<file path="config.mk">
export PLATFORM = sky130hd
export DESIGN_NAME = mem_port_arbiter
export DESIGN_NICKNAME = d
export VERILOG_FILES = /design/src/rtl/mem_port_arbiter.sv
export SDC_FILE = /design/constraint.sdc
export NUM_CORES = 1
export LEC_CHECK = 0
export ABC_AREA = 1
export CELL_PAD_IN_SITES_DETAIL_PLACEMENT = 1
export CELL_PAD_IN_SITES_GLOBAL_PLACEMENT = 1
export CORE_ASPECT_RATIO = 1.2
export CORE_MARGIN = 5
export CORE_UTILIZATION = 30
export CTS_BUF_LIST = sky130_fd_sc_hd__clkbuf_4 sky130_fd_sc_hd__clkbuf_8
export CTS_CLUSTER_DIAMETER = 120
export DETAILED_ROUTE_END_ITERATION = 10
export PLACE_DENSITY = 0.79
export SETUP_SLACK_MARGIN = 0.15
export SLEW_MARGIN = 0
export SYNTH_ARGS = -nofsm -noshare
export SYNTH_HDL_FRONTEND = slang
export SYNTH_SLANG_ARGS = --single-unit
</file>
<file path="constraint.sdc">
create_clock -name cpu_clk -period 2 [get_ports cpu_clk]
set_input_delay 0.4 -clock cpu_clk [delete_from_list [all_inputs] [get_ports cpu_clk]]
set_output_delay 0.4 -clock cpu_clk [all_outputs]
set_load 0.01 [all_outputs]
</file>
<file path="src/rtl/mem_port_arbiter.sv">
// mem_port_arbiter: merges the instruction-fetch read port and the load/store
// data port onto the single request channel of the CPU-side SDRAM interface.
// It sequences the mem_ready handshake and returns data with a one-cycle ack.
// A busy timeout turns a hung memory into an error completion (bus_err).
//
// Ports:
//   cpu_clk, reset_n                 clock, async active-low reset
//   if_req/if_addr -> if_ack/if_rdata         fetch port (read only)
//   d_ren/d_wen/d_addr/d_wdata/d_be -> d_ack/d_rdata   data port
//   bus_err                           qualifies an ack as a timeout completion
//   mem_ren/mem_wen/mem_addr/mem_wdata/mem_be  request channel to SDRAM i/f
//   mem_rdata/mem_ready               read data and idle/done from SDRAM i/f
//
// Build option: define ARB_ROUND_ROBIN_EN for round-robin arbitration;
// otherwise the data port always wins over the fetch port.
module mem_port_arbiter #(
  parameter int unsigned ADDR_W         = 32,
  parameter int unsigned DATA_W         = 32,
  parameter int unsigned TIMEOUT_CYCLES = 1023
) (
  input  logic              cpu_clk,
  input  logic              reset_n,
  input  logic              if_req,
  input  logic [ADDR_W-1:0] if_addr,
  output logic              if_ack,
  output logic [DATA_W-1:0] if_rdata,
  input  logic              d_ren,
  input  logic              d_wen,
  input  logic [ADDR_W-1:0] d_addr,
  input  logic [DATA_W-1:0] d_wdata,
  input  logic [3:0]        d_be,
  output logic              d_ack,
  output logic [DATA_W-1:0] d_rdata,
  output logic              bus_err,
  output logic              mem_ren,
  output logic              mem_wen,
  output logic [ADDR_W-1:0] mem_addr,
  output logic [DATA_W-1:0] mem_wdata,
  output logic [3:0]        mem_be,
  input  logic [DATA_W-1:0] mem_rdata,
  input  logic              mem_ready
);

  localparam int unsigned CNT_W = $clog2(TIMEOUT_CYCLES + 1);

  typedef enum logic [2:0] {
    IDLE      = 3'd0,
    ISSUE     = 3'd1,
    WAIT_LOW  = 3'd2,
    WAIT_HIGH = 3'd3,
    RESP      = 3'd4
  } state_e;

  state_e            state_q, state_d;
  logic [CNT_W-1:0]  cnt_q, cnt_d;
  logic              gnt_data_q, gnt_data_d;  // 1: data port owns the transaction
  logic              wr_q, wr_d;              // 1: transaction is a write
  logic              err_q, err_d;            // transaction ended by timeout
  logic              mem_ren_q, mem_ren_d;
  logic              mem_wen_q, mem_wen_d;
  logic [ADDR_W-1:0] mem_addr_q, mem_addr_d;
  logic [DATA_W-1:0] mem_wdata_q, mem_wdata_d;
  logic [3:0]        mem_be_q, mem_be_d;
  logic              if_ack_q, if_ack_d;
  logic              d_ack_q, d_ack_d;
  logic              bus_err_q, bus_err_d;
  logic [DATA_W-1:0] if_rdata_q, if_rdata_d;
  logic [DATA_W-1:0] d_rdata_q, d_rdata_d;

  logic d_req;
  logic pick_data;
  logic timeout;

  assign d_req   = d_ren | d_wen;
  assign timeout = (cnt_q == CNT_W'(TIMEOUT_CYCLES));

`ifdef ARB_ROUND_ROBIN_EN
  logic rr_last_q, rr_last_d;  // 1: data port granted last, 0: fetch port
  assign pick_data = d_req & (~if_req | ~rr_last_q);
`else
  assign pick_data = d_req;
`endif

  // Next-state and next-output logic.
  always_comb begin
    state_d     = state_q;
    cnt_d       = cnt_q;
    gnt_data_d  = gnt_data_q;
    wr_d        = wr_q;
    err_d       = err_q;
    mem_ren_d   = 1'b0;
    mem_wen_d   = 1'b0;
    mem_addr_d  = mem_addr_q;
    mem_wdata_d = mem_wdata_q;
    mem_be_d    = mem_be_q;
    if_ack_d    = 1'b0;
    d_ack_d     = 1'b0;
    bus_err_d   = 1'b0;
    if_rdata_d  = if_rdata_q;
    d_rdata_d   = d_rdata_q;
`ifdef ARB_ROUND_ROBIN_EN
    rr_last_d   = rr_last_q;
`endif

    case (state_q)
      IDLE: begin
        // An ack still showing means the requester has not yet seen it, so
        // its request level is stale for this cycle.
        if (!if_ack_q && !d_ack_q && mem_ready && (d_req || if_req)) begin
          state_d    = ISSUE;
          cnt_d      = '0;
          err_d      = 1'b0;
          gnt_data_d = pick_data;
`ifdef ARB_ROUND_ROBIN_EN
          rr_last_d  = pick_data;
`endif
          if (pick_data) begin
            wr_d        = d_wen;
            mem_wen_d   = d_wen;
            mem_ren_d   = ~d_wen;
            mem_addr_d  = d_addr;
            mem_wdata_d = d_wdata;
            mem_be_d    = d_wen ? d_be : 4'hF;
          end else begin
            wr_d        = 1'b0;
            mem_ren_d   = 1'b1;
            mem_addr_d  = if_addr;
            mem_wdata_d = '0;
            mem_be_d    = 4'hF;
          end
        end
      end

      ISSUE: state_d = WAIT_LOW;

      WAIT_LOW, WAIT_HIGH: begin
        if (timeout) begin
          err_d   = 1'b1;
          state_d = RESP;
          if (gnt_data_q) d_rdata_d  = '0;
          else            if_rdata_d = '0;
        end else if (state_q == WAIT_LOW) begin
          cnt_d = cnt_q + CNT_W'(1);
          if (!mem_ready) state_d = WAIT_HIGH;
        end else if (mem_ready) begin
          state_d = RESP;
          if (!gnt_data_q)  if_rdata_d = mem_rdata;
          else if (!wr_q)   d_rdata_d  = mem_rdata;
        end else begin
          cnt_d = cnt_q + CNT_W'(1);
        end
      end

      RESP: begin
        if_ack_d  = ~gnt_data_q;
        d_ack_d   = gnt_data_q;
        bus_err_d = err_q;
        state_d   = IDLE;
      end

      default: state_d = IDLE;
    endcase
  end

  // State and output registers.
  always_ff @(posedge cpu_clk or negedge reset_n) begin
    if (!reset_n) begin
      state_q     <= IDLE;
      cnt_q       <= '0;
      gnt_data_q  <= 1'b0;
      wr_q        <= 1'b0;
      err_q       <= 1'b0;
      mem_ren_q   <= 1'b0;
      mem_wen_q   <= 1'b0;
      mem_addr_q  <= '0;
      mem_wdata_q <= '0;
      mem_be_q    <= '0;
      if_ack_q    <= 1'b0;
      d_ack_q     <= 1'b0;
      bus_err_q   <= 1'b0;
      if_rdata_q  <= '0;
      d_rdata_q   <= '0;
`ifdef ARB_ROUND_ROBIN_EN
      rr_last_q   <= 1'b0;
`endif
    end else begin
      state_q     <= state_d;
      cnt_q       <= cnt_d;
      gnt_data_q  <= gnt_data_d;
      wr_q        <= wr_d;
      err_q       <= err_d;
      mem_ren_q   <= mem_ren_d;
      mem_wen_q   <= mem_wen_d;
      mem_addr_q  <= mem_addr_d;
      mem_wdata_q <= mem_wdata_d;
      mem_be_q    <= mem_be_d;
      if_ack_q    <= if_ack_d;
      d_ack_q     <= d_ack_d;
      bus_err_q   <= bus_err_d;
      if_rdata_q  <= if_rdata_d;
      d_rdata_q   <= d_rdata_d;
`ifdef ARB_ROUND_ROBIN_EN
      rr_last_q   <= rr_last_d;
`endif
    end
  end

  assign mem_ren   = mem_ren_q;
  assign mem_wen   = mem_wen_q;
  assign mem_addr  = mem_addr_q;
  assign mem_wdata = mem_wdata_q;
  assign mem_be    = mem_be_q;
  assign if_ack    = if_ack_q;
  assign d_ack     = d_ack_q;
  assign bus_err   = bus_err_q;
  assign if_rdata  = if_rdata_q;
  assign d_rdata   = d_rdata_q;

endmodule
</file>
==> impl_metrics.ini <==
[global_route]
overflow = 0
grt_pass1_wl_mm = 38.6
grtUsageTotal_pct = 18.6
grt_pass1_vias = 7078
grt_max_degree = 62
antenna_found_initial = 0

[detailed_routing]
dr.pass1.iters = 4
vias_per_cell = 4.87
wl_mm = 25.7
drt-initial-drc-count = 251
ant_nets = 0
drc = 0
vias = 6885
wl_per_cell_um = 18.1

[setup_path]
reg2reg_depth = 10
cp.required_ns = 1.60
crit_arrival_ns = 1.40
rr_startpoint = cnt_q[1]$_DFFE_PN0P_
path_class = reg2out
cpPeakStageDelay_ns = 0.55
crit_family = buffers and inverters
r2r-end = d_rdata[3]$_DFFE_PN0P_
worstPathCellList = clkdlybuf4s50_1
cp_max_fo = 2
path_buf_inv = 1
slowest_stage = clkdlybuf4s50_1
start_kind = register
reg2reg_setup_slack_ns = 0.21
end_kind = primary output

[synth]
synth.area.top_cells = dfrtp_1 56%, nand2_1 14%, nand3_1 7.8%
ys_ff_latch = 153
ys.flop_type = dfrtp_1
synth_area_um2 = 6860
seq_area_frac_synth_pct = 55.8
synth_edf_count = 0
post_synth_num_cell_types = 29
synth_top_area_cell = dfrtp_1
async_flop_share_pct = 100
yosysTopAreaCellShare_pct = 55.8
postSynthCellCount = 827
syn_area_per_cell_um2 = 8.30
synth_fp_nets = 966
yosys-top-cells-count = 255 x nand2_1, 153 x dfrtp_1, 107 x nand3_1
yosysMostFrequentCell = nand2_1
synth_warnings = 0

[die]
rows = 60
start_util_pct = 30.5
io_pins = 275
dieArea_um2 = 26000
die-height_um = 176
die_w_um = 148
coreArea_um2 = 22500

[clocking]
cts_max_level = 4
insertion_delay_ns = 0.45
cts_root_buf = clkbuf_8
numCtsBuffers = 17
clock_sinks = 153
clk_pin_slew_ns = 0.09
cts_tree = built
cts_max_path_buffers = 2

[sta]
clock.fmax_ghz = 0.557
setup_viol = 0
timing.final.crit_share_pct = 89.8
whs_ns = 0.332
rsz0062_at_grt = yes
timing.slew.headroom_pct = 68.5
slew_viol_final = 0
finalWorstPathRequiredPeriod_ns = 1.80
tightest_slew_ns = 0.473
final.setup_skew_ns = 0.0147
final_hold_viol_count = 0

[final_layout]
diodes = 0
drive_gt1_share_pct = 9.77
synthToLayoutAreaGrowth_pct = 59.9
nNetsFinal = 1262

[power]
leakagePower_nw = 5.71
total_power_mw = 14.1
cellPowerDensity_nw_per_um2 = 1290
ir_drop_v = 0.000468

[placement]
io_buffers = 274
place.gp.congestion = 0.786
hpwl_mm = 17.5

[worst_hold_path]
hold_class = in2async

[outcome]
status = complete, no violations

[run]
maxCapViolations = 0
[through the flow]
stage          instance area, um2  cells  TNS, ns  utilization (%)  worst slack, ns
2_1_floorplan                6860    827        0                -            0.373
3_3_place_gp                10200   1366    -1.55             45.1          -0.0617
3_5_place_dp                10200   1366   -10.92             45.1           -0.169
4_1_cts                     10600   1404        0             47.0            0.146
5_1_grt                     11000   1415        0             48.7            0.109
6_report                    11000   1415        0             48.7            0.203
[placed cells by master (no fill, tap or decap), drive strengths merged]
cell / Yosys / final
a21oi: 6 / 6
buf: 32 / 50
clkbuf: 20 / 24
clkdlybuf4s50: 0 / 211
clkinv: 1 / 3
clkinvlp: 0 / 5
dfrtp: 153 / 153
dlygate4sd2: 0 / 8
dlygate4sd3: 0 / 1
dlymetal6s2s: 0 / 54
ha: 1 / 1
inv: 49 / 55
nand2: 256 / 256
nand3: 108 / 108
nand3b: 1 / 1
nand4: 1 / 1
nor2: 86 / 86
nor3: 3 / 3
nor3b: 2 / 2
o21a: 32 / 32
o21ai: 68 / 68
o22a: 4 / 4
o22ai: 1 / 1
or2: 1 / 1
xor2: 2 / 2
[cell families (layout without fill, tap and decap cells)]
kind of cell | after synthesis | after routing | share of synthesized area, %
xor gates and xnor gates | 2 | 2 | 0.255
adders and majority gates | 1 | 1 | 0.182
AOI/OAI and AO/OA | 111 | 111 | 9.61
buffers and inverters | 102 | 411 | 6.60
DFF | 153 | 153 | 55.8
and+or+nand+nor | 458 | 458 | 27.6
[worst max path at each step]
stage / from / to / slack, ns / depth (start not counted)
CTS: cnt_q[1]$_DFFE_PN0P_ / d_rdata[9]$_DFFE_PN0P_ / 0.15 / 9
floorplan: cnt_q[0]$_DFFE_PN0P_ / d_rdata[10]$_DFFE_PN0P_ / 0.37 / 9
global route: cnt_q[1]$_DFFE_PN0P_ / d_rdata[31]$_DFFE_PN0P_ / 0.11 / 10
finish: d_rdata[31]$_DFFE_PN0P_ / d_rdata[31] / 0.20 / 1
global placement: mem_ready / mem_addr[16]$_DFFE_PN0P_ / -0.06 / 8
detailed placement: mem_ready / mem_addr[16]$_DFFE_PN0P_ / -0.17 / 8
[what timing repair did]
action | in CTS | in global routing
endpoints found under the setup margin | 72 | 128
pin swaps | 2 | 4
resized for setup | 12 | 72
hold endpoints to repair | 26 | 0
cloned | 0 | 7
buffers inserted | 5 | 4
hold buffers | 1 | 0
[power by group]
part           switching (mW)  leakage, nW  internal [mW]
clock                    1.33        0.171          0.920
sequential              0.739         1.89           4.37
combinational            3.36         3.64           3.40
[cell type report]
class	instances	area (um2)
clock buffer	19	249
tap	279	349
timing repair buffer	329	3570
fill	2636	11500
sequential	153	3830
clock inverter	13	113
inverter	50	188
multi-input combinational	572	2680
[flip-flops by register name, indices dropped and copies added, names as in the netlist, 3 cells and up]
name,count
cnt_q,10
mem_addr,32
mem_wdata,32
mem_be,4
state_q,3
d_rdata,32
if_rdata,32
[per-layer routing]
layer,vias up,wire length [um],global-route usage (%)
met5,-,0,0
met4,0,544,5.16
met3,35,2330,6.79
met2,266,12600,30.5
met1,3343,10200,23.2
li1,3241,-,-
Power figures use the tool's default switching activity.
